### config.mk
export PLATFORM = sky130hd
export DESIGN_NAME = comparator_serial
export DESIGN_NICKNAME = d
export VERILOG_FILES = /design/src/rtl/comparator_pkg.sv /design/src/rtl/comparator_serial_nibble_cmp.sv /design/src/rtl/comparator_serial.sv
export SDC_FILE = /design/constraint.sdc
export NUM_CORES = 1
export LEC_CHECK = 0
export ABC_AREA = 1
export CORE_AREA = 2 2 53 93
export DETAILED_ROUTE_END_ITERATION = 8
export DIE_AREA = 0 0 55 95
export DONT_BUFFER_PORTS = 1
export SETUP_SLACK_MARGIN = 0.1
export SYNTH_ARGS = -nofsm -noshare
export SYNTH_HDL_FRONTEND = slang
export SYNTH_SLANG_ARGS = --single-unit
### constraint.sdc
create_clock -name clk -period 3.6 [get_ports clk]
set_input_delay 0.72 -clock clk [delete_from_list [all_inputs] [get_ports clk]]
set_output_delay 0.72 -clock clk [all_outputs]
set_load 0.02 [all_outputs]
### src/rtl/comparator_pkg.sv
// ============================================================================
// Module : comparator_pkg
// Brief  : Shared state encoding, result encoding and helpers for the serial
//          nibble-wise magnitude comparator.
// Rev    : 1.0  initial release
// ============================================================================
`default_nettype none

package comparator_pkg;

    typedef enum logic [1:0] {
        IDLE    = 2'd0,
        COMPARE = 2'd1,
        DONE    = 2'd2
    } state_t;

    // Result vectors are ordered {LT, EQ, GT} to match the output pins.
    localparam logic [2:0] RES_LT = 3'b100;
    localparam logic [2:0] RES_EQ = 3'b010;
    localparam logic [2:0] RES_GT = 3'b001;

    localparam int NIB_W = 4;

    // Cascade resolution when every nibble compared equal; GT wins over LT
    // and the EQ input is deliberately not decoded.
    function automatic logic [2:0] resolve_cascade(input logic lt_in,
                                                   input logic gt_in);
        if (gt_in)
            return RES_GT;
        else if (lt_in)
            return RES_LT;
        else
            return RES_EQ;
    endfunction

endpackage

`default_nettype wire

### src/rtl/comparator_serial_nibble_cmp.sv
// ============================================================================
// Module : nibble_cmp
// Brief  : Combinational 4-bit unsigned magnitude compare (a<b, a>b).
// Rev    : 1.0  initial release
// ============================================================================
`default_nettype none

module nibble_cmp (
    input  logic [3:0] a,
    input  logic [3:0] b,
    output logic       lt,
    output logic       gt
);

    assign lt = (a < b);
    assign gt = (a > b);

endmodule

`default_nettype wire

### src/rtl/comparator_serial.sv
// ============================================================================
// Module : comparator_serial
// Brief  : Serial magnitude comparator, one nibble per cycle MSB-first, with
//          cascade inputs and valid/ready handshakes on both sides.
//          Define COMPARATOR_SERIAL_EARLY_EXIT_EN to finish on the first
//          unequal nibble (latency only; results are identical).
// Rev    : 1.0  initial release
// ============================================================================
`default_nettype none

module comparator_serial #(
    parameter int WIDTH = 8
) (
    input  logic             clk,
    input  logic             rst_n,
    input  logic             in_valid,
    output logic             in_ready,
    input  logic [WIDTH-1:0] A,
    input  logic [WIDTH-1:0] B,
    input  logic             LT_IN,
    input  logic             EQ_IN,
    input  logic             GT_IN,
    output logic             out_valid,
    input  logic             out_ready,
    output logic             LT_OUT,
    output logic             EQ_OUT,
    output logic             GT_OUT
);

    import comparator_pkg::*;

    localparam int c_NIBBLES = WIDTH / NIB_W;
    localparam int c_IDX_W   = (c_NIBBLES > 1) ? $clog2(c_NIBBLES) : 1;

    localparam logic [c_IDX_W-1:0] c_IDX_TOP = c_IDX_W'(c_NIBBLES - 1);

    localparam logic [1:0] c_ST_IDLE    = 2'(IDLE);
    localparam logic [1:0] c_ST_COMPARE = 2'(COMPARE);
    localparam logic [1:0] c_ST_DONE    = 2'(DONE);

    logic [1:0]         r_state;
    logic [WIDTH-1:0]   r_a;
    logic [WIDTH-1:0]   r_b;
    logic [2:0]         r_cas;      // {LT_IN, EQ_IN, GT_IN}
    logic [c_IDX_W-1:0] r_idx;
    logic               r_decided;
    logic [2:0]         r_res;

    logic [NIB_W-1:0]   w_nib_a;
    logic [NIB_W-1:0]   w_nib_b;
    logic               w_lt;
    logic               w_gt;
    logic               w_last;
    logic               w_exit;
    logic               w_accept;
    logic               w_release;
    logic [2:0]         w_step_res;
    logic               w_step_decided;
    logic [2:0]         w_final_res;
    logic               w_unused_eq_in;

    assign w_nib_a = r_a[r_idx*NIB_W +: NIB_W];
    assign w_nib_b = r_b[r_idx*NIB_W +: NIB_W];

    nibble_cmp u_nibble_cmp (
        .a  (w_nib_a),
        .b  (w_nib_b),
        .lt (w_lt),
        .gt (w_gt)
    );

    assign w_last = (r_idx == '0);

`ifdef COMPARATOR_SERIAL_EARLY_EXIT_EN
    assign w_exit = w_last || (!r_decided && (w_lt || w_gt));
`else
    assign w_exit = w_last;
`endif

    // Only the first unequal nibble (most significant) sets the result.
    always_comb begin
        w_step_res = r_res;
        if (!r_decided) begin
            if (w_gt)
                w_step_res = RES_GT;
            else if (w_lt)
                w_step_res = RES_LT;
        end
    end

    assign w_step_decided = r_decided || w_lt || w_gt;
    assign w_final_res    = w_step_decided ? w_step_res
                                           : resolve_cascade(r_cas[2], r_cas[0]);

    // The captured EQ cascade bit is kept for completeness but never decoded.
    assign w_unused_eq_in = r_cas[1];

    assign w_accept  = (r_state == c_ST_IDLE) && in_valid;
    assign w_release = (r_state == c_ST_DONE) && out_ready;

    always_ff @(posedge clk or negedge rst_n) begin
        if (!rst_n) begin
            r_state   <= c_ST_IDLE;
            r_a       <= '0;
            r_b       <= '0;
            r_cas     <= '0;
            r_idx     <= '0;
            r_decided <= 1'b0;
            r_res     <= '0;
        end else begin
            case (r_state)
                c_ST_IDLE: begin
                    if (w_accept) begin
                        r_a       <= A;
                        r_b       <= B;
                        r_cas     <= {LT_IN, EQ_IN, GT_IN};
                        r_idx     <= c_IDX_TOP;
                        r_decided <= 1'b0;
                        r_res     <= '0;
                        r_state   <= c_ST_COMPARE;
                    end
                end
                c_ST_COMPARE: begin
                    r_decided <= w_step_decided;
                    if (w_exit) begin
                        r_res   <= w_final_res;
                        r_state <= c_ST_DONE;
                    end else begin
                        r_res <= w_step_res;
                        r_idx <= r_idx - 1'b1;
                    end
                end
                c_ST_DONE: begin
                    if (w_release) begin
                        r_res   <= '0;
                        r_state <= c_ST_IDLE;
                    end
                end
                default: begin
                    r_state <= c_ST_IDLE;
                end
            endcase
        end
    end

    // Status and result outputs decode straight from state so that reset
    // clears them without waiting for a clock edge.
    assign in_ready  = (r_state == c_ST_IDLE);
    assign out_valid = (r_state == c_ST_DONE);
    assign {LT_OUT, EQ_OUT, GT_OUT} = (r_state == c_ST_DONE) ? r_res : 3'b000;

endmodule

`default_nettype wire
Word level (Yosys, flattened, before mapping)
Index checks and enable logic that the tools add are counted.
- flip-flop bits (word level): 26
- input port bits: 23
- output and inout port bits: 5
- word-level logic and storage cells: 48
- add/sub/neg operators: 1
- magnitude comparators: 2
- equality and inequality tests: 5
- shift-type cells: 2
- mux-type cells: 20
- reduce and logical (&&, ||, !) cells: 11
- operators with widths (kind ; number):
    $mux W3 ; 10
    $shiftx A8 B4 Y4 ; 2
    $pmux W3 S3 ; 1
    $mux W2 ; 3
    $pmux W2 S3 ; 1
    $reduce_and A3 Y1 ; 2
    $gt A4 B4 Y1 ; 1
    $lt A4 B4 Y1 ; 1
    $ne A2 B1 Y1 const B ; 2
    $pmux W1 S2 ; 2
    $reduce_and A2 Y1 ; 2
    $mux W1 ; 3
    $reduce_bool A3 Y1 ; 1
    $eq A2 B1 Y1 const B ; 1
    $eq A2 B2 Y1 const B ; 1
    $logic_and A1 B1 Y1 ; 2
    $logic_not A2 Y1 ; 1
    $logic_or A1 B1 Y1 ; 2
    $ne A2 B2 Y1 const B ; 1
    $reduce_bool A2 Y1 ; 1
    $sub A1 B1 Y1 const B ; 1

Depth between registers and ports, before layout
Gate-level depths: netlist of run 1.
- depth after elaboration: 8
- depth in mapped cells: 14
- gate-level depth less buffers: 14

Modules after synthesis
Synthesis of run 1 repeated with hierarchy kept, for this count alone.
- cell total of the unflattened synthesis: 179
- area, all modules: 1336.3 um2
- by module, submodules not included (module ; instances ; cells an instance ; area each (um2) ; sequential area each (um2)):
    comparator_serial ; 1 ; 159 ; 1221.2 ; 625.6
    nibble_cmp ; 1 ; 20 ; 115.1 ; 0.0

Least setup slack after synthesis of run 1
Ideal clock, no wire load.
- path type: register to output
- start: register r_state[1]
- end: output port EQ_OUT
- arrival time: 1232 ps
- data required time: 2880 ps
- slack: 1648 ps
- cell stages (with the launch flop): 5
- path buffers: 0
- cell sequence: dfrtp_1 -> inv_1 -> nor2_1 -> inv_1 -> nor2_1
- longest elaborated chain between the ends: 2
- ends and longest elaborated chain (element ; RTL line ; RTL):
    start: declaration ; comparator_serial.sv:41 ; logic [1:0] r_state;
    start signal: assignment ; comparator_serial.sv:103 ; r_state <= c_ST_IDLE;
    start signal: assignment ; comparator_serial.sv:120 ; r_state <= c_ST_COMPARE;
    start signal: assignment ; comparator_serial.sv:127 ; r_state <= c_ST_DONE;
    $eq A2 B2 Y1 ; n/a ;
    net out_valid ; comparator_serial.sv:23 ; output logic out_valid,
    $mux W3 ; comparator_serial.sv:150 ; assign {LT_OUT, EQ_OUT, GT_OUT} = (r_state == c_ST_DONE) ? r_res : 3'b000;
    end: declaration ; comparator_serial.sv:26 ; output logic EQ_OUT,
The timed path passes the listed nets, and every way through them passes these cells.

Worst setup path in the final report of run 1
Ends and elaborated chain as after synthesis.

==> run metrics, run 1 <==
nets@finish=160; post-layout min period=approximately 2300 ps; Skew-Pair Late Insertion Delay=270 ps; # diodes=0; final wirelength=2320 um; PortBufs=0; Post-Syn Area=0.00131 mm2; WL/cell=roughly 13 um; PostCTS Resize Cnt=0; Hold-fix buffers, CTS=0; min-delay worst type=input port to async pin; CP Capture Type=output pin; first-pass GRT wire length=around 3800 um; fin crit share=about two thirds; Crit Path Class=flop to output pin; Die Wd=between 50 and 60 um; Fin. Hold Viols=0; First-pass DRT Iterations=3; number of setup buffers added after CTS=0; Iter 0 DRT Violations=21; largest net degree at the start of global routing=26; Slew @ Worst Pin=458 ps; clock skew=1.43 ps; clk root buf=clkbuf_8; status=finished, final reports clean; most frequent cells in the layout=30 x nand2_1, 25 x dfrtp_1, 15 x inv_1; Die ar.=0.00523 mm2; RD Place Congestion=0.842; # Max-Cap Violations=0; worst-path maximum fanout=5; # H-tree levels=1; Vias/cell=around 4.6; CP max stage delay=between 400 and 500 ps; number of cell rows=33; # DRC=0; Post-synth EDFFs=0; Pleak=0.695 nW; Pwr Density=roughly 940 mW/mm2; commonest non-fill, non-tap cell in the layout=nand2_1; Die Ht=approximately 95 um; slowest stage cell, crit path=dfrtp_1; Slew HR=between 60% and 70%; Netlist cell types=20; Setup TNS=0 ps; syn_area_per_cell=about 10 um2; Slew Viols, Final=0; #FFs+latches synth=25; Top FF cell, synth=dfrtp_1; final antenna-violating net count=0; async set-reset flop share out of synthesis=100%; r2r worst-path depth=11; fmax=between 0.4 and 0.5 GHz; Worst Setup Start Kind=flop; CTS Buffer Depth=2; yosys warns=0; Initial Util=between 20 and 30%; sequential share of the synthesized area=a little under half; VDD IR max=between 0.4 and 0.5 mV; HPWL Detailed=between 1500 and 2000 um; Setup-failing EPs final=0; # IOs=28; grt ovf=0; Required @ worst endpoint=approximately 2900 ps; CTS tree=yes; share of layout cells above drive strength 1=15.2%; Vias=between 800 and 900; initial antenna violation count=0; syn_nets=approximately 160; clk slew on worst S/H paths=80 ps; RSZ-0062 raised after global routing=false; Core Area=approximately 0.0045 mm2; total global-route track usage=roughly a tenth; critical-path cell list=inv_1 -> nor2_1 -> inv_1 -> nor2_1; total CTS buffers=3; clk sinks=25; CP arrival=about 1600 ps; Gate Count Post-Synth=approximately 130; Worst Hold Slack=between 100 and 150 ps; Synth-to-Final Area Change=5.63%; number of global-route vias before repair=around 900
cells in the mapped netlist, types with 2 or more instances:
cell	instances	share of area [%]
nand3_1	5	1.9
a21oi_1	5	1.9
o21ai_0	7	2.7
nand4_1	2	0.95
ha_1	4	3.8
nand2_1	30	8.6
mux2_4	11	13
mux2i_1	4	3.1
inv_1	15	4.3
dfrtp_1	25	48
mux2_2	4	3.4
nor2_1	11	3.1
per-stage QoR:
| stage | total power (W) | std cells | instance area (um2) | setup slack, ps | util [%] |
|---|---|---|---|---|---|
| 6_report | 0.00130 | 184 | 1390 | 1250 | 30.5 |
| 5_1_grt | 0.00143 | 184 | 1390 | 1100 | 30.5 |
| 4_1_cts | 0.00132 | 184 | 1390 | 1220 | 30.5 |
| 3_3_place_gp | 0.00114 | 180 | 1340 | 1430 | 29.5 |
| 3_5_place_dp | 0.00115 | 180 | 1340 | 1410 | 29.5 |
| 2_1_floorplan | 0.00105 | 131 | 1310 | 1650 | - |
flip-flops by register name, indices dropped and copies added, names as in the netlist:
register   flops
r_cas          2
r_idx          1
r_b            8
r_a            8
r_decided      1
r_state        2
r_res          3
kinds of logic (layout without fill, tap and decap cells):
group           Yosys count  in the layout  share of synthesized area (%)
flops                    25             25                           47.7
mux                      19             19                           19.1
buf+inv                  18             19                           7.06
simple gates             51             51                           16.7
fa+ha+maj                 4              4                           3.82
compound gates           14             14                           5.63
path summary, 6_finish.rpt:
path	from	end	slack, ps
min in group clk	r_res[1]$_DFFE_PN0P_	r_res[1]$_DFFE_PN0P_	490
worst max register to register	r_idx$_DFFE_PN0P_	r_res[2]$_DFFE_PN0P_	1450
worst min register to register	r_res[1]$_DFFE_PN0P_	r_res[1]$_DFFE_PN0P_	490
max in group asynchronous	rst_n	r_res[0]$_DFFE_PN0P_	3390
worst max-delay path	r_state[1]$_DFFE_PN0P_	EQ_OUT	1250
worst min-delay path	rst_n	r_a[7]$_DFFE_PN0P_	140
cell type report:
| cell class | instances | area, um2 |
|---|---|---|
| inverter | 15 | 56.3 |
| tap | 52 | 65.1 |
| sequential | 25 | 626 |
| clock buffer | 4 | 45.0 |
| fill | 482 | 3160 |
| multi-input combinational | 88 | 593 |
worst max-delay path, delay by kind of cell (launching register included):
| kind | cells | cell delay [ps] |
|---|---|---|
| flops | 1 | 460 |
| simple gates | 2 | 690 |
| buf+inv | 2 | 220 |
report_power, final:
| group | internal, W | switching, W | total, W |
|---|---|---|---|
| Sequential | 0.000412 | 0.0000985 | 0.000511 |
| Combinational | 0.000290 | 0.000334 | 0.000623 |
| Clock | 0.0000791 | 0.0000846 | 0.000164 |
per-layer routing:
layer / track usage, % / part of all wire [%]
met4: 4.88 / 1.9
met2: 17.2 / 53
met1: 11.8 / 41
met5: 0 / 0
met3: 1.42 / 3.8
(Power assumes the default switching activity.)
==> run 2, diff against run 1 <==
==> constraint.sdc (replaced) <==
create_clock -name clk -period 2.4 [get_ports clk]
set_input_delay 0.48 -clock clk [delete_from_list [all_inputs] [get_ports clk]]
set_output_delay 0.48 -clock clk [all_outputs]
set_load 0.02 [all_outputs]
==> run metrics, run 2 (synthesis gave the netlist of run 1 again) <==
VDD IR max=around 0.76 mV; Worst Setup Start Kind=flop; total CTS buffers=3; # H-tree levels=1; First-pass DRT Iterations=4; HPWL Detailed=about 1800 um; Setup-failing EPs final=0; Slew Viols, Final=0; first-pass GRT wire length=4000 um; PortBufs=0; Pwr Density=1400 mW/mm2; Fin. Hold Viols=0; fmax=0.473 GHz; r2r endpoint=r_res[2]$_DFFE_PN0P_; Required @ worst endpoint=between 1500 and 2000 ps; share of layout cells above drive strength 1=17.2%; total global-route track usage=10.4%; # Max-Cap Violations=0; clock skew=roughly 1.9 ps; final antenna-violating net count=0; most frequent cells in the layout=30 x nand2_1, 24 x dfrtp_1, 15 x inv_1; CTS tree=yes; WL/cell=12.8 um; Crit Path Class=flop to output pin; initial antenna violation count=0; number of setup buffers added after CTS=0; r2r setup slk=between 400 and 500 ps; critical-path cell list=inv_1 -> nor2_1 -> inv_1 -> nor2_1; reg2reg start=r_idx$_DFFE_PN0P_; final wirelength=~2400 um; number of cell rows=33; Vias/cell=approximately 4.7; RSZ-0062 raised after global routing=false; Skew-Pair Late Insertion Delay=260 ps; Initial Util=~29%; Core Area=around 0.0045 mm2; Die Ht=about 95 um; post-layout min period=around 2100 ps; Die ar.=0.00523 mm2; Synth-to-Final Area Change=7.82%; # diodes=0; Pleak=0.708 nW; # IOs=28; Worst Hold Slack=approximately 23 ps; CTS Buffer Depth=2; Die Wd=~55 um; clk sinks=25; Iter 0 DRT Violations=17; clk slew on worst S/H paths=roughly 80 ps; slowest stage cell, crit path=dfrtp_1; CP max stage delay=between 400 and 500 ps; # DRC=0; commonest non-fill, non-tap cell in the layout=nand2_1; nets@finish=between 150 and 200; Placed Cells=between 150 and 200; CP Capture Type=output pin; min-delay worst type=input port to async pin; Setup TNS=0 ps; grt ovf=0; clk root buf=clkbuf_8; worst-path maximum fanout=5; largest net degree at the start of global routing=26; CP arrival=roughly 1600 ps; RD Place Congestion=approximately 0.74; Slew @ Worst Pin=~420 ps; Final Util=roughly 31%; number of global-route vias before repair=around 940; Largest regs=r_a (8), r_b (8), r_res (3); fin crit share=about 88%; Vias=883; status=finished, final reports clean; Slew HR=roughly 72%; r2r worst-path depth=11; Post-Layout Cell Count=roughly 190
[run 2: stage by stage]
step,cell area (um2),setup slack [ps],total power (W)
6_report,1410,285,0.00198
5_1_grt,1410,136,0.00219
4_1_cts,1410,266,0.00201
3_5_place_dp,1350,366,0.00174
3_3_place_gp,1350,358,0.00172
2_1_floorplan,1310,688,0.00158
[run 2: final cells by class]
cell class	instances	area, um2
inverters	15	56.3
fillers	479	3130
repair buffers	2	27.5
clock buffers	4	45.0
flip-flops and latches	25	627
well taps	52	65.1
multi-input cells	88	593
[run 2: where the power goes]
part	total, W	internal, W	leakage, nW	switching, W
registers	0.000761	0.000621	0.297	0.000140
clock network	0.000239	0.000118	0.0228	0.000120
logic	0.000976	0.000447	0.389	0.000529
[run 2: worst max-delay path: cells and delay by family (launching register included)]
kind | cells | cell delay, ps
AND/OR/NAND/NOR | 2 | 680
flip-flops | 1 | 450
buffers and inverters | 2 | 240
[run 2: how the worst max path moves through the flow]
stage	start	endpoint
after floorplan	r_state[1]$_DFFE_PN0P_	EQ_OUT
after global placement	r_idx$_DFFE_PN0P_	r_res[2]$_DFFE_PN0P_
after detailed placement	r_idx$_DFFE_PN0P_	r_res[2]$_DFFE_PN0P_
after CTS	r_state[1]$_DFFE_PN0P_	LT_OUT
after global routing	r_state[1]$_DFFE_PN0P_	LT_OUT
final	r_state[1]$_DFFE_PN0P_	LT_OUT
[run 2: timing repair]
item / 4_1_cts / 5_1_grt
endpoints found under the hold margin: 25 / 0
resized for setup: 0 / 1
hold buffers: 1 / 0
endpoints found under the setup margin: 0 / 1
[run 2: routing by layer]
| layer | share of wire (%) | vias to the layer above | GRT usage (%) | wire (um) |
|---|---|---|---|---|
| met4 | 2.4 | 0 | 5.49 | 57 |
| met1 | 41 | 422 | 12.8 | 981 |
| met2 | 53 | 22 | 17.2 | 1260 |
| met3 | 3.6 | 4 | 1.11 | 86 |
| met5 | 0 | - | 0 | 0 |
| li1 | - | 435 | - | - |
